[src/rtl/phase_detector_dl.sv]
// Digital phase detector for the ADPLL loop.
// Each input is synchronized, then any transition on it counts as an event.
// The signed distance between a reference event and a generated event is
// measured in fast-clock cycles and held on pd_clock_cycles_o.
`timescale 1ns/1ps
module phase_detector_dl #(
    parameter int unsigned COUNT_WIDTH    = 8,
    parameter int unsigned TIMEOUT_CYCLES = 256
) (
    input  logic                   fpga_clk_i,
    input  logic                   reset_i,
    input  logic                   reference_i,
    input  logic                   generated_i,
    output logic [COUNT_WIDTH-1:0] pd_clock_cycles_o
);

    localparam int unsigned CNT_W   = $clog2(TIMEOUT_CYCLES + 1);
    localparam int unsigned SAT_MAX = (2 ** (COUNT_WIDTH - 1)) - 1;

    typedef enum logic [1:0] {
        IDLE      = 2'd0,
        REF_FIRST = 2'd1,
        GEN_FIRST = 2'd2
    } state_t;

    state_t                 r_state;
    state_t                 w_state_nxt;
    logic [2:0]             r_ref_pipe;
    logic [2:0]             r_gen_pipe;
    logic [CNT_W-1:0]       r_cnt;
    logic [CNT_W-1:0]       r_idle;
    logic [COUNT_WIDTH-1:0] r_pd;

    logic                   w_ref_ev;
    logic                   w_gen_ev;
    logic                   w_ev_any;
    logic [CNT_W-1:0]       w_cnt_inc;
    logic                   w_timeout;
    logic                   w_idle_hit;
    logic [COUNT_WIDTH-1:0] w_mag;
    logic [COUNT_WIDTH-1:0] w_sat;
    logic [CNT_W-1:0]       w_cnt_nxt;
    logic [CNT_W-1:0]       w_idle_nxt;
    logic [COUNT_WIDTH-1:0] w_pd_nxt;

    // Two synchronizer flops plus one history flop per input
    always_ff @(posedge fpga_clk_i) begin
        if (!reset_i) begin
            r_ref_pipe <= 3'b000;
            r_gen_pipe <= 3'b000;
        end else begin
            r_ref_pipe <= {r_ref_pipe[1:0], reference_i};
            r_gen_pipe <= {r_gen_pipe[1:0], generated_i};
        end
    end

    assign w_ref_ev   = r_ref_pipe[2] ^ r_ref_pipe[1];
    assign w_gen_ev   = r_gen_pipe[2] ^ r_gen_pipe[1];
    assign w_ev_any   = w_ref_ev | w_gen_ev;
    assign w_cnt_inc  = r_cnt + CNT_W'(1);
    assign w_timeout  = (w_cnt_inc >= CNT_W'(TIMEOUT_CYCLES));
    assign w_idle_hit = !w_ev_any && (r_idle == CNT_W'(TIMEOUT_CYCLES - 1));
    assign w_sat      = COUNT_WIDTH'(SAT_MAX);
    assign w_mag      = (32'(w_cnt_inc) > SAT_MAX) ? w_sat : COUNT_WIDTH'(w_cnt_inc);

    // State register
    always_ff @(posedge fpga_clk_i) begin
        if (!reset_i) begin
            r_state <= IDLE;
        end else begin
            r_state <= w_state_nxt;
        end
    end

    // Next-state: partner event wins over a repeat event in the same cycle
    always_comb begin
        w_state_nxt = r_state;
        case (r_state)
            IDLE: begin
                if (w_ref_ev && !w_gen_ev)      w_state_nxt = REF_FIRST;
                else if (w_gen_ev && !w_ref_ev) w_state_nxt = GEN_FIRST;
            end
            REF_FIRST: begin
                if (w_gen_ev)       w_state_nxt = IDLE;
                else if (w_ref_ev)  w_state_nxt = REF_FIRST;
                else if (w_timeout) w_state_nxt = IDLE;
            end
            GEN_FIRST: begin
                if (w_ref_ev)       w_state_nxt = IDLE;
                else if (w_gen_ev)  w_state_nxt = GEN_FIRST;
                else if (w_timeout) w_state_nxt = IDLE;
            end
            default: w_state_nxt = IDLE;
        endcase
    end

    // Counter, idle timer and output next values; a measurement result overrides the idle clear
    always_comb begin
        w_cnt_nxt  = r_cnt;
        w_pd_nxt   = r_pd;
        w_idle_nxt = r_idle;
        if (w_ev_any) begin
            w_idle_nxt = '0;
        end else if (r_idle != CNT_W'(TIMEOUT_CYCLES)) begin
            w_idle_nxt = r_idle + CNT_W'(1);
        end
        if (w_idle_hit) begin
            w_pd_nxt = '0;
        end
        case (r_state)
            IDLE: begin
                w_cnt_nxt = '0;
                if (w_ref_ev && w_gen_ev) w_pd_nxt = '0;
            end
            REF_FIRST: begin
                if (w_gen_ev) begin
                    w_pd_nxt  = w_mag;
                    w_cnt_nxt = '0;
                end else if (w_ref_ev) begin
                    w_cnt_nxt = '0;
                end else if (w_timeout) begin
                    w_pd_nxt  = w_sat;
                    w_cnt_nxt = '0;
                end else begin
                    w_cnt_nxt = w_cnt_inc;
                end
            end
            GEN_FIRST: begin
                if (w_ref_ev) begin
                    w_pd_nxt  = ~w_mag + COUNT_WIDTH'(1);
                    w_cnt_nxt = '0;
                end else if (w_gen_ev) begin
                    w_cnt_nxt = '0;
                end else if (w_timeout) begin
                    w_pd_nxt  = ~w_sat + COUNT_WIDTH'(1);
                    w_cnt_nxt = '0;
                end else begin
                    w_cnt_nxt = w_cnt_inc;
                end
            end
            default: w_cnt_nxt = '0;
        endcase
    end

    // Datapath registers
    always_ff @(posedge fpga_clk_i) begin
        if (!reset_i) begin
            r_cnt  <= '0;
            r_idle <= '0;
            r_pd   <= '0;
        end else begin
            r_cnt  <= w_cnt_nxt;
            r_idle <= w_idle_nxt;
            r_pd   <= w_pd_nxt;
        end
    end

    assign pd_clock_cycles_o = r_pd;

endmodule

[config.mk]
export PLATFORM = sky130hd
export DESIGN_NAME = phase_detector_dl
export DESIGN_NICKNAME = d
export VERILOG_FILES = /design/src/rtl/phase_detector_dl.sv
export SDC_FILE = /design/constraint.sdc
export NUM_CORES = 1
export LEC_CHECK = 0
export ABC_AREA = 1
export CAP_MARGIN = 20
export CORE_MARGIN = 2
export CORE_UTILIZATION = 40
export CTS_BUF_LIST = sky130_fd_sc_hd__clkbuf_8 sky130_fd_sc_hd__clkbuf_16
export DETAILED_ROUTE_END_ITERATION = 7
export GPL_TIMING_DRIVEN = 0
export SYNTH_ARGS = -nofsm -noshare
export SYNTH_HDL_FRONTEND = slang
export SYNTH_SLANG_ARGS = --single-unit
[constraint.sdc]
create_clock -name fpga_clk_i -period 2.9 [get_ports fpga_clk_i]
set_clock_uncertainty 0.05 [all_clocks]
set_input_delay 0.29 -clock fpga_clk_i [delete_from_list [all_inputs] [get_ports fpga_clk_i]]
set_output_delay 0.29 -clock fpga_clk_i [all_outputs]
set_load 0.05 [all_outputs]
; Yosys cells after proc, flatten, opt, wreduce, memory -nomap -nowiden
; Cells that the tools add are included.
[classes]
n_eq_ne = 5
reduce_logical = 9
n_addsub = 3
mux = 24
n_lt_le_gt_ge = 2
bitwise = 5
[op_table]
columns = operator, count
row1 = 8-bit 2-to-1 mux, 9
row2 = 9-bit 2-to-1 mux, 5
row3 = 8-bit case mux with 3 select lines, 1
row4 = "9-bit by 1-bit adder with 9-bit output, second input constant", 2
row5 = 9-bit case mux with 2 select lines, 1
row6 = 2-bit 2-to-1 mux, 7
row7 = "9-bit by 8-bit == test with 1-bit output, second input constant", 1
row8 = "9-bit greater-or-equal comparator, second input constant", 1
row9 = "9-bit by 7-bit greater-than comparator with 1-bit output, second input constant", 1
row10 = "9-bit inequality test, second input constant", 1
row11 = "8-bit by 1-bit adder with 8-bit output, second input constant", 1
row12 = 8-bit inverter, 1
row13 = 2-bit case mux with 3 select lines, 1
row14 = 1-bit logical AND, 4
row15 = 1-bit zero test, 3
row16 = "3-bit inequality test, second input constant", 1
row17 = "2-bit by 1-bit == test with 1-bit output, second input constant", 1
row18 = "2-bit == test, second input constant", 1
row19 = 2-bit zero test, 1
row20 = 2-bit OR reduction, 1
row21 = 1-bit XOR, 2
row22 = 1-bit inverter, 1
row23 = 1-bit bitwise OR, 1
[totals]
elab_cells = 54
ff_bits = 34
inputBits = 4
output_inout_bits = 8

; Logic depth before layout (Yosys ltp)
; Gate-level depths: netlist of the first run.
[depth]
word_depth = 9
ltp_mapped = 20
ltp_nobuf = 20

; Worst setup path after synthesis of the first run
; Ideal clock, no wire load.
[synth_path]
kind = register to register
start = reg r_cnt[0]
end = reg r_pd[1], in the netlist pd_clock_cycles_o[1]
n_path_buf = 0
stages_incl_launch_ff = 18
arrival_time_ns = 2.145
required_time_ns = 2.725
slack_ns = 0.580
period_less_slack_ns = 2.320
setup_ns = 0.125
path_cell_list = dfxtp_1 > inv_1 > ha_1 > inv_1 > nand2_1 > nor2_1 > nand2_1 > nor2_2 > nand3_4 > nand2_2 > inv_2 > nand2_1 > inv_1 > ha_1 > nand2_1 > a21oi_1 > a211oi_1 > a21oi_1
[synth_via]
elab_chain_cells = 7
word_cells_on_any_way = 13
classes_between = 2 x add/sub / 2 x order compare / 8 x mux / 1 x bitwise
[synth_lines]
columns = item, line
row1 = start: declaration, 30  ; logic [CNT_W-1:0] r_cnt;
row2 = start signal: assignment, 152  ; r_cnt <= w_cnt_nxt;
row3 = 9-bit by 1-bit adder with 9-bit output (*), 60  ; assign w_cnt_inc = r_cnt + CNT_W'(1);
row4 = 9-bit by 7-bit greater-than comparator with 1-bit output, 64  ; assign w_mag = (32'(w_cnt_inc) > SAT_MAX) ? w_sat : COUNT_WIDTH'(w_cnt_inc);
row5 = 8-bit 2-to-1 mux, 64
row6 = 8-bit inverter, 130  ; w_pd_nxt = ~w_mag + COUNT_WIDTH'(1);
row7 = 8-bit by 1-bit adder with 8-bit output, 130
row8 = 8-bit 2-to-1 mux, 129  ; if (w_ref_ev) begin
row9 = 8-bit case mux with 3 select lines (*), 110  ; case (r_state)
row10 = end signal: assignment, 154  ; r_pd <= w_pd_nxt;
row11 = end: declaration, 32  ; logic [COUNT_WIDTH-1:0] r_pd;
; Mark *: on every way between the ends. The rest lies on a longest branch, timed or not.
; A chain may end at the register's enable or synchronous reset.

; Final worst setup path of the first run
; Same ends and word-level chain as after synthesis.

==> results of run 1 <==
[worst min-delay path, cell delays in order, from the launching register on]
cell and delay (ps):
dfxtp_1 310, nand2_1 50, inv_1 40
[worst max-delay path by stage]
stage / from / end / slack (ps) / cells after the start
floorplan: r_cnt[0] / pd_clock_cycles_o[1] / 580 / 17
global placement: r_cnt[0] / pd_clock_cycles_o[1] / 280 / 17
detailed placement: r_cnt[0] / pd_clock_cycles_o[1] / 250 / 17
CTS: r_cnt[0] / pd_clock_cycles_o[1] / 240 / 17
global route: r_cnt[1] / pd_clock_cycles_o[4] / 10 / 16
finish: r_cnt[0] / pd_clock_cycles_o[1] / 300 / 17
[sequential cells by signal, summed over array words and instances (netlist names)]
| signal | flops |
|---|---|
| r_state | 2 |
| r_idle | 9 |
| r_ref_pipe | 3 |
| r_gen_pipe | 3 |
| r_cnt | 9 |
| pd_clock_cycles_o | 8 |
[logic make-up (layout without fill, tap and decap cells)]
| logic type | after synthesis | after routing | synth area share, % |
|---|---|---|---|
| buf+inv | 58 | 77 | 9.93 |
| compound gates | 55 | 55 | 14.0 |
| other cells | 1 | 1 | 0.168 |
| flops | 34 | 34 | 30.5 |
| xor+xnor | 5 | 5 | 3.14 |
| simple gates | 158 | 158 | 34.9 |
| fa+ha+maj | 13 | 13 | 7.29 |
[cell type report]
| cell class | instances | share of cell area (%) |
|---|---|---|
| clock inverters | 2 | 0.643 |
| clock buffers | 6 | 3.26 |
| flip-flops and latches | 34 | 26.9 |
| plain buffers | 3 | 0.593 |
| repair buffers | 11 | 4.35 |
| well taps | 72 | 3.56 |
| inverters | 55 | 8.16 |
| multi-input cells | 232 | 52.5 |
[report_power, final]
group | internal [mW] | switching [mW]
registers | 0.493 | 0.0200
logic | 0.0985 | 0.197
clock network | 0.196 | 0.200
total | 0.787 | 0.417
[synthesized netlist by cell type, types with 2 or more instances]
cell type	instances	area (µm²)
nor2_2	5	31.3
a21oi_1	22	110
nor3_1	7	35.0
o21ai_0	17	85.1
nand2_2	7	43.8
dfxtp_1	34	681
nand3b_1	2	15.0
o21ai_1	3	15.0
clkbuf_1	2	7.51
nand4_1	5	31.3
nor2_4	2	22.5
a31oi_1	3	18.8
nand2_4	2	22.5
o22ai_1	2	12.5
xor2_1	2	17.5
nor2_1	29	109
nor4_1	2	12.5
ha_1	13	163
nand3_4	2	35.0
a21oi_2	2	17.5
nand2_1	73	274
nand3_2	2	20.0
inv_1	53	199
o221ai_1	3	26.3
nand3_1	17	85.1
[timing repair]
item | CTS | global route
resized for setup | 0 | 1
setup buffers | 0 | 0
hold buffers | 0 | 0
endpoints found under the setup margin | 0 | 3
[per-layer routing]
metal  GRT usage [%]  routed length, µm
met1            23.0               2340
met4            6.49                 85
met2            28.4               2200
met5               0                  0
met3            3.79                243
==> impl_metrics.env, run 1 <==
export IMPL_wl_per_cell_um=11.7
export IMPL_overflow=0
export IMPL_tightest_slew_ps=502
export IMPL_period_share_pct=89.7
export IMPL_worstPathMaxFanout=6
export IMPL_synth_cells=324
export IMPL_seq_area_um2=682
export IMPL_yosysSeqAreaShare_pct=30.5
export IMPL_slowest_delay_ps=380
export IMPL_grt_max_degree=13
export IMPL_cpMaxStageDelayCell="dfxtp_2"
export IMPL_timing_setup_tns_ps=0
export IMPL_clk_latency_ps=300
export IMPL_cts_tree="done"
export IMPL_finalWirelength_um=4870
export IMPL_p_leak_nw=1.09
export IMPL_drive_gt1_share_pct=11.1
export IMPL_num_vias=2061
export IMPL_fin_ws_ps=298
export IMPL_status="finished, final reports clean"
export IMPL_mostFrequentLayoutCells="nand2_1, inv_1, dfxtp_1"
export IMPL_r2r_end="pd_clock_cycles_o[1]"
export IMPL_final_common_cell="nand2_1"
export IMPL_ant_nets=0
export IMPL_ctsRootBufferMaster="clkbuf_8"
export IMPL_post_dp_cell_area_um2=2430
export IMPL_period_needed_ps=2600
export IMPL_hpwl_um=3630
export IMPL_numPortBuffers=11
export IMPL_ys_types=38
export IMPL_htreeDepth=2
export IMPL_cpLargestDelayFamily="simple AND/OR/NAND/NOR gates"
export IMPL_drt_initial_drc_count=110
export IMPL_multi_input_area_um2=1330
export IMPL_rsz0062_at_grt="no"
export IMPL_crit_arrival_ps=2740
export IMPL_antenna_found_initial=0
export IMPL_die_area_um2=6190
export IMPL_irDropWorstVdd_mv=0.258
export IMPL_firstDrtPassIters=4
export IMPL_hold_path_startpoint="r_gen_pipe[0]"
export IMPL_synth_area_um2=2230
export IMPL_end_kind="flip-flop"
export IMPL_synth_seq_cells=34
export IMPL_nets=359
export IMPL_required_ps=3040
export IMPL_hold_viol_final=0
export IMPL_synthArstFlopShare_pct=0
export IMPL_cts_buffers=5
export IMPL_grtUsageTotal_pct=17.6
export IMPL_grt_pass1_vias=1957
export IMPL_gp_congestion=0.867
export IMPL_cp_start_kind="flip-flop"
export IMPL_power_density_nw_per_um2=476
export IMPL_r2r_setup_slack_ps=300
export IMPL_syn_to_final_growth_pct=13.5
export IMPL_min_path_cells=2
export IMPL_stdcell_area_um2=2530
export IMPL_cts_buffer_depth=2
export IMPL_initial_core_util_pct=41.0
export IMPL_finish_utilization_pct=46.5
export IMPL_grt_pass1_wl_um=8690
export IMPL_cp_num_buf_inv=4
export IMPL_row_count=27
export IMPL_ys_warn_count=0
export IMPL_criticalPathCategory="reg -> reg"
export IMPL_path_cells="inv_1, ha_1, inv_1, nand2_1, nor2_1, nand2_1, nor2_2, nand3_4, nand2_2, inv_2, nand2_1, inv_1, ha_1, nand2_1, a21oi_1, a211oi_1, a21oi_1"
export IMPL_whs_ps=371
export IMPL_reg2reg_depth=17
export IMPL_hold_end="r_gen_pipe[1]"
export IMPL_viasPerCell=4.97
export IMPL_hold_class="reg -> reg"
export IMPL_timing_fmax_mhz=384
export IMPL_n_fill_cell=568
export IMPL_path_clk_slew_ps=90
export IMPL_reg2reg_from="r_cnt[0]"
export IMPL_final_cells=415
export IMPL_syn_avg_cell_area_um2=6.89
export IMPL_slew_headroom_pct=66.4
export IMPL_fp_dieW_um=78.7
export IMPL_synth_edf_count=0
export IMPL_pre_cts_ws_ps=251
export IMPL_slew_viol_final=0
export IMPL_setup_violations_final=0
export IMPL_crit_path_frequent_cell="nand2_1"
export IMPL_cap_violations=0
export IMPL_total_power_mw=1.20
export IMPL_boundaryPins=12
export IMPL_synth_ff_type="dfxtp_1"
export IMPL_die_y_um=78.7
export IMPL_clock_sinks=34
export IMPL_synth_nets=341
export IMPL_diodes=0
export IMPL_post_route_drc_count=0
export IMPL_design_core_area_um2=5440
export IMPL_placed_cells=407
No activity file was read; power rests on OpenSTA's default activity.
==> run 2: changes to the inputs <==
Settings changed: PLACE_DENSITY set to 0.68, REMOVE_ABC_BUFFERS set to 1, SLEW_MARGIN set to 40.
==> impl_metrics.env, run 2 (synthesis results as in run 1) <==
export IMPL_cts_tree="done"
export IMPL_period_share_pct=90.7
export IMPL_reg2reg_depth=17
export IMPL_final_common_cell="nand2_1"
export IMPL_placed_cells=404
export IMPL_irDropWorstVdd_mv=0.294
export IMPL_finish_utilization_pct=46.2
export IMPL_row_count=27
export IMPL_mostFrequentLayoutCells="nand2_1, inv_1, dfxtp_1"
export IMPL_crit_arrival_ps=2750
export IMPL_grt_pass1_vias=1863
export IMPL_initial_core_util_pct=41.0
export IMPL_design_core_area_um2=5440
export IMPL_end_kind="flip-flop"
export IMPL_diodes=0
export IMPL_n_fill_cell=566
export IMPL_p_leak_nw=1.08
export IMPL_slew_headroom_pct=62.5
export IMPL_period_needed_ps=2630
export IMPL_status="finished, final reports clean"
export IMPL_die_y_um=78.7
export IMPL_cts_buffers=5
export IMPL_ctsRootBufferMaster="clkbuf_8"
export IMPL_cpMaxStageDelayCell="dfxtp_2"
export IMPL_firstDrtPassIters=5
export IMPL_required_ps=3020
export IMPL_htreeDepth=2
export IMPL_num_vias=2038
export IMPL_worstPathMaxFanout=6
export IMPL_die_area_um2=6190
export IMPL_slowest_delay_ps=390
export IMPL_rsz0062_at_grt="no"
export IMPL_setup_violations_final=0
export IMPL_path_clk_slew_ps=70
export IMPL_hold_class="reg -> reg"
export IMPL_antenna_found_initial=0
export IMPL_syn_to_final_growth_pct=12.6
export IMPL_nets=356
export IMPL_cts_buffer_depth=2
export IMPL_crit_path_frequent_cell="nand2_1"
export IMPL_slew_viol_final=0
export IMPL_numPortBuffers=11
export IMPL_clock_sinks=34
export IMPL_post_route_drc_count=0
export IMPL_grt_pass1_wl_um=8250
export IMPL_drt_initial_drc_count=121
export IMPL_cts_hold_buf=0
export IMPL_tightest_slew_ps=561
export IMPL_min_path_cells=2
export IMPL_power_density_nw_per_um2=467
export IMPL_grtUsageTotal_pct=16.8
export IMPL_cp_start_kind="flip-flop"
export IMPL_gp_congestion=0.936
export IMPL_hold_viol_final=0
export IMPL_timing_fmax_mhz=380
export IMPL_finalWirelength_um=4790
export IMPL_wl_per_cell_um=11.6
export IMPL_final_cells=412
export IMPL_criticalPathCategory="reg -> reg"
export IMPL_overflow=0
export IMPL_boundaryPins=12
export IMPL_viasPerCell=4.95
export IMPL_ant_nets=0
export IMPL_grt_max_degree=16
export IMPL_hpwl_um=3670
export IMPL_timing_setup_tns_ps=0
export IMPL_clk_latency_ps=290
export IMPL_fp_dieW_um=78.7
export IMPL_path_cells="inv_1, ha_1, inv_1, nand2_1, nor2_1, nand2_1, nor2_2, nand3_4, nand2_2, inv_2, nand2_1, inv_1, ha_1, nand2_1, a21oi_1, a211oi_1, a21oi_1"
export IMPL_cap_violations=0
export IMPL_drive_gt1_share_pct=10.9
-- run 2: cell count changes in the layout (fill, tap and decap cells not counted), sizes merged --
cell,previous run,this run
clkinv,1,2
clkbuf,8,6
buf,1,0
clkinvlp,1,0
-- run 2: layout make-up --
cell class | count | area (µm²) | share of cell area (%)
multi-input combinational | 232 | 1330 | 53.0
inverter | 55 | 206 | 8.22
tap | 72 | 90.1 | 3.59
timing repair buffer | 11 | 110 | 4.38
sequential | 34 | 682 | 27.2
clock inverter | 2 | 8.76 | 0.349
clock buffer | 6 | 82.6 | 3.29
-- run 2: per-stage QoR --
stage | hold WS (ps) | area (µm²) | worst slack (ps) | total power [mW]
final | 365 | 2510 | 270 | 1.17
after global routing | 384 | 2510 | 22.8 | 1.23
after CTS | 370 | 2510 | 189 | 1.19
after detailed placement | 353 | 2420 | 211 | 0.818
after global placement | 353 | 2420 | 274 | 0.814
after floorplan | 333 | 2220 | 575 | 0.736
-- run 2: path summary, 6_finish.rpt --
check | start | end | slack, ps
max reg2reg | r_cnt[0] | pd_clock_cycles_o[1] | 270
min reg2reg | r_ref_pipe[0] | r_ref_pipe[1] | 370
min | r_ref_pipe[0] | r_ref_pipe[1] | 370
max | r_cnt[0] | pd_clock_cycles_o[1] | 270
-- run 2: per-layer routing --
layer	part of all wire, %	vias up	routed length [µm]	track usage (%)
met4	1.9	0	93	7.19
met5	0	-	0	0
met3	4.9	10	236	4.25
met1	46	908	2220	20.9
met2	47	42	2240	27.4
li1	-	1078	-	-
-- run 2: power breakdown --
group | total [mW] | internal, mW | switching [mW]
sequential | 0.513 | 0.493 | 0.0197
combinational | 0.296 | 0.0972 | 0.198
clock | 0.365 | 0.188 | 0.177
total | 1.17 | 0.779 | 0.395
-- run 2: critical path, delay by kind of cell, from the launching register on --
kind                       cells  cell delay [ps]
DFF                            1              390
buffers and inverters          4              280
AOI/OAI and AO/OA              3              350
adders and majority gates      2              650
and+or+nand+nor                8              770
-- run 2: what timing repair did --
| item | CTS | global route |
|---|---|---|
| setup endpoints to repair | 0 | 4 |
| resized for setup | 0 | 2 |
| setup buffers | 0 | 0 |
==> run 3: changes to the inputs <==
Settings changed: CORE_UTILIZATION 40 to 60, PLACE_DENSITY 0.68 to 0.91.
==> impl_metrics.env, run 3 (synthesis results as in run 1) <==
export IMPL_ant_nets=0
export IMPL_slew_headroom_pct=64.1
export IMPL_fp_dieW_um=65.0
export IMPL_row_count=22
export IMPL_required_ps=3020
export IMPL_mostFrequentLayoutCells="nand2_1, inv_1, dfxtp_1"
export IMPL_antenna_found_initial=0
export IMPL_firstDrtPassIters=4
export IMPL_nets=356
export IMPL_period_needed_ps=2690
export IMPL_clk_latency_ps=280
export IMPL_total_power_mw=1.15
export IMPL_n_fill_cell=295
export IMPL_tightest_slew_ps=537
export IMPL_initial_core_util_pct=61.9
export IMPL_viasPerCell=5.46
export IMPL_cp_start_kind="flip-flop"
export IMPL_slew_viol_final=0
export IMPL_hpwl_um=3530
export IMPL_cap_violations=0
export IMPL_crit_path_start="r_cnt[0]"
export IMPL_grt_pass1_vias=1879
export IMPL_grt_pass1_wl_um=7960
export IMPL_clock_sinks=34
export IMPL_final_common_cell="nand2_1"
export IMPL_seq_area_um2=681
export IMPL_p_leak_nw=1.08
export IMPL_ctsRootBufferMaster="clkbuf_8"
export IMPL_die_area_um2=4220
export IMPL_grtUsageTotal_pct=24.5
export IMPL_placed_cells=380
export IMPL_overflow=0
export IMPL_irDropWorstVdd_mv=0.357
export IMPL_boundaryPins=12
export IMPL_endpoint="pd_clock_cycles_o[6]"
export IMPL_status="finished, final reports clean"
export IMPL_timing_fmax_mhz=372
export IMPL_gp_congestion=0.913
export IMPL_wl_per_cell_um=12.2
export IMPL_multi_input_area_um2=1330
export IMPL_cts_hold_buf=0
export IMPL_numPortBuffers=11
export IMPL_diodes=0
export IMPL_setup_violations_final=0
export IMPL_post_cts_buffers=0
export IMPL_post_route_drc_count=0
export IMPL_drive_gt1_share_pct=10.1
export IMPL_rsz0062_at_grt="no"
export IMPL_postCtsResizedCells=0
export IMPL_hold_class="reg -> reg"
export IMPL_r2r_setup_slack_ps=210
export IMPL_path_clk_slew_ps=60
export IMPL_htreeDepth=2
export IMPL_r2r_end="pd_clock_cycles_o[6]"
export IMPL_hold_viol_final=0
export IMPL_power_density_nw_per_um2=465
export IMPL_cts_buffer_depth=2
export IMPL_crit_arrival_ps=2820
export IMPL_finalWirelength_um=4700
export IMPL_num_vias=2109
export IMPL_period_share_pct=92.8
export IMPL_syn_to_final_growth_pct=10.7
export IMPL_timing_setup_tns_ps=0
export IMPL_worstPathMaxFanout=8
export IMPL_grt_max_degree=16
export IMPL_design_core_area_um2=3610
export IMPL_cts_buffers=5
export IMPL_drt_initial_drc_count=192
export IMPL_reg2reg_from="r_cnt[0]"
export IMPL_final_cells=386
export IMPL_cts_tree="done"
export IMPL_die_y_um=65.0
export IMPL_end_kind="flip-flop"
export IMPL_reg2reg_depth=17
export IMPL_criticalPathCategory="reg -> reg"
-- run 3: changes by cell type in the layout (fill, tap and decap cells not counted), sizes merged --
cell    change
clkinv      -1
inv         -1
-- run 3: critical path, stage by stage, from the launching register on --
cell	delay (ps)
dfxtp_1	430
ha_1	260
nand2_2	80
nor2_2	120
nand2_1	80
nand2_2	70
nand2_4	80
nor2_8	190
nand2_2	100
nor2_1	230
ha_1	240
nand4_2	150
nor2_2	160
nand2_1	60
nand2_1	50
nand3_1	80
nand2_1	100
a21oi_2	50
-- run 3: how the worst min path moves through the flow --
stage                             start             to  slack (ps)  cells past startpoint
after floorplan                 reset_i  r_gen_pipe[0]         330                      2
after global placement    r_ref_pipe[0]  r_ref_pipe[1]         350                      2
after detailed placement  r_gen_pipe[0]  r_gen_pipe[1]         360                      2
after CTS                 r_gen_pipe[0]  r_gen_pipe[1]         380                      2
after global routing      r_gen_pipe[0]  r_gen_pipe[1]         400                      2
final                     r_gen_pipe[0]  r_gen_pipe[1]         370                      2
-- run 3: through the flow --
step	hold slack, ps	utilization, %	area (µm²)	setup WS [ps]
after global routing	396	68.5	2470	14.8
after global placement	349	66.2	2390	332
final	371	68.5	2470	208
after CTS	375	68.5	2470	232
after floorplan	333	-	2220	575
after detailed placement	360	66.2	2390	249
-- run 3: report_power, final --
| group | internal, mW | switching (mW) | total [mW] |
|---|---|---|---|
| clock | 0.183 | 0.155 | 0.338 |
| sequential | 0.494 | 0.0210 | 0.515 |
| combinational | 0.0974 | 0.198 | 0.295 |
-- run 3: cell type report --
class,instances,area share [%]
Inverter,55,8.36
Tap cell,48,2.43
Multi-Input combinational cell,232,53.8
Clock buffer,6,3.35
Sequential cell,34,27.6
Timing Repair Buffer,11,4.46
-- run 3: metal layers --
metal / GRT usage (%) / up-vias / wire [µm]
met5: 0 / - / 0
met4: 8.78 / 0 / 88
met3: 5.90 / 10 / 282
met2: 41.5 / 60 / 2270
met1: 30.0 / 959 / 2060
li1: - / 1080 / -
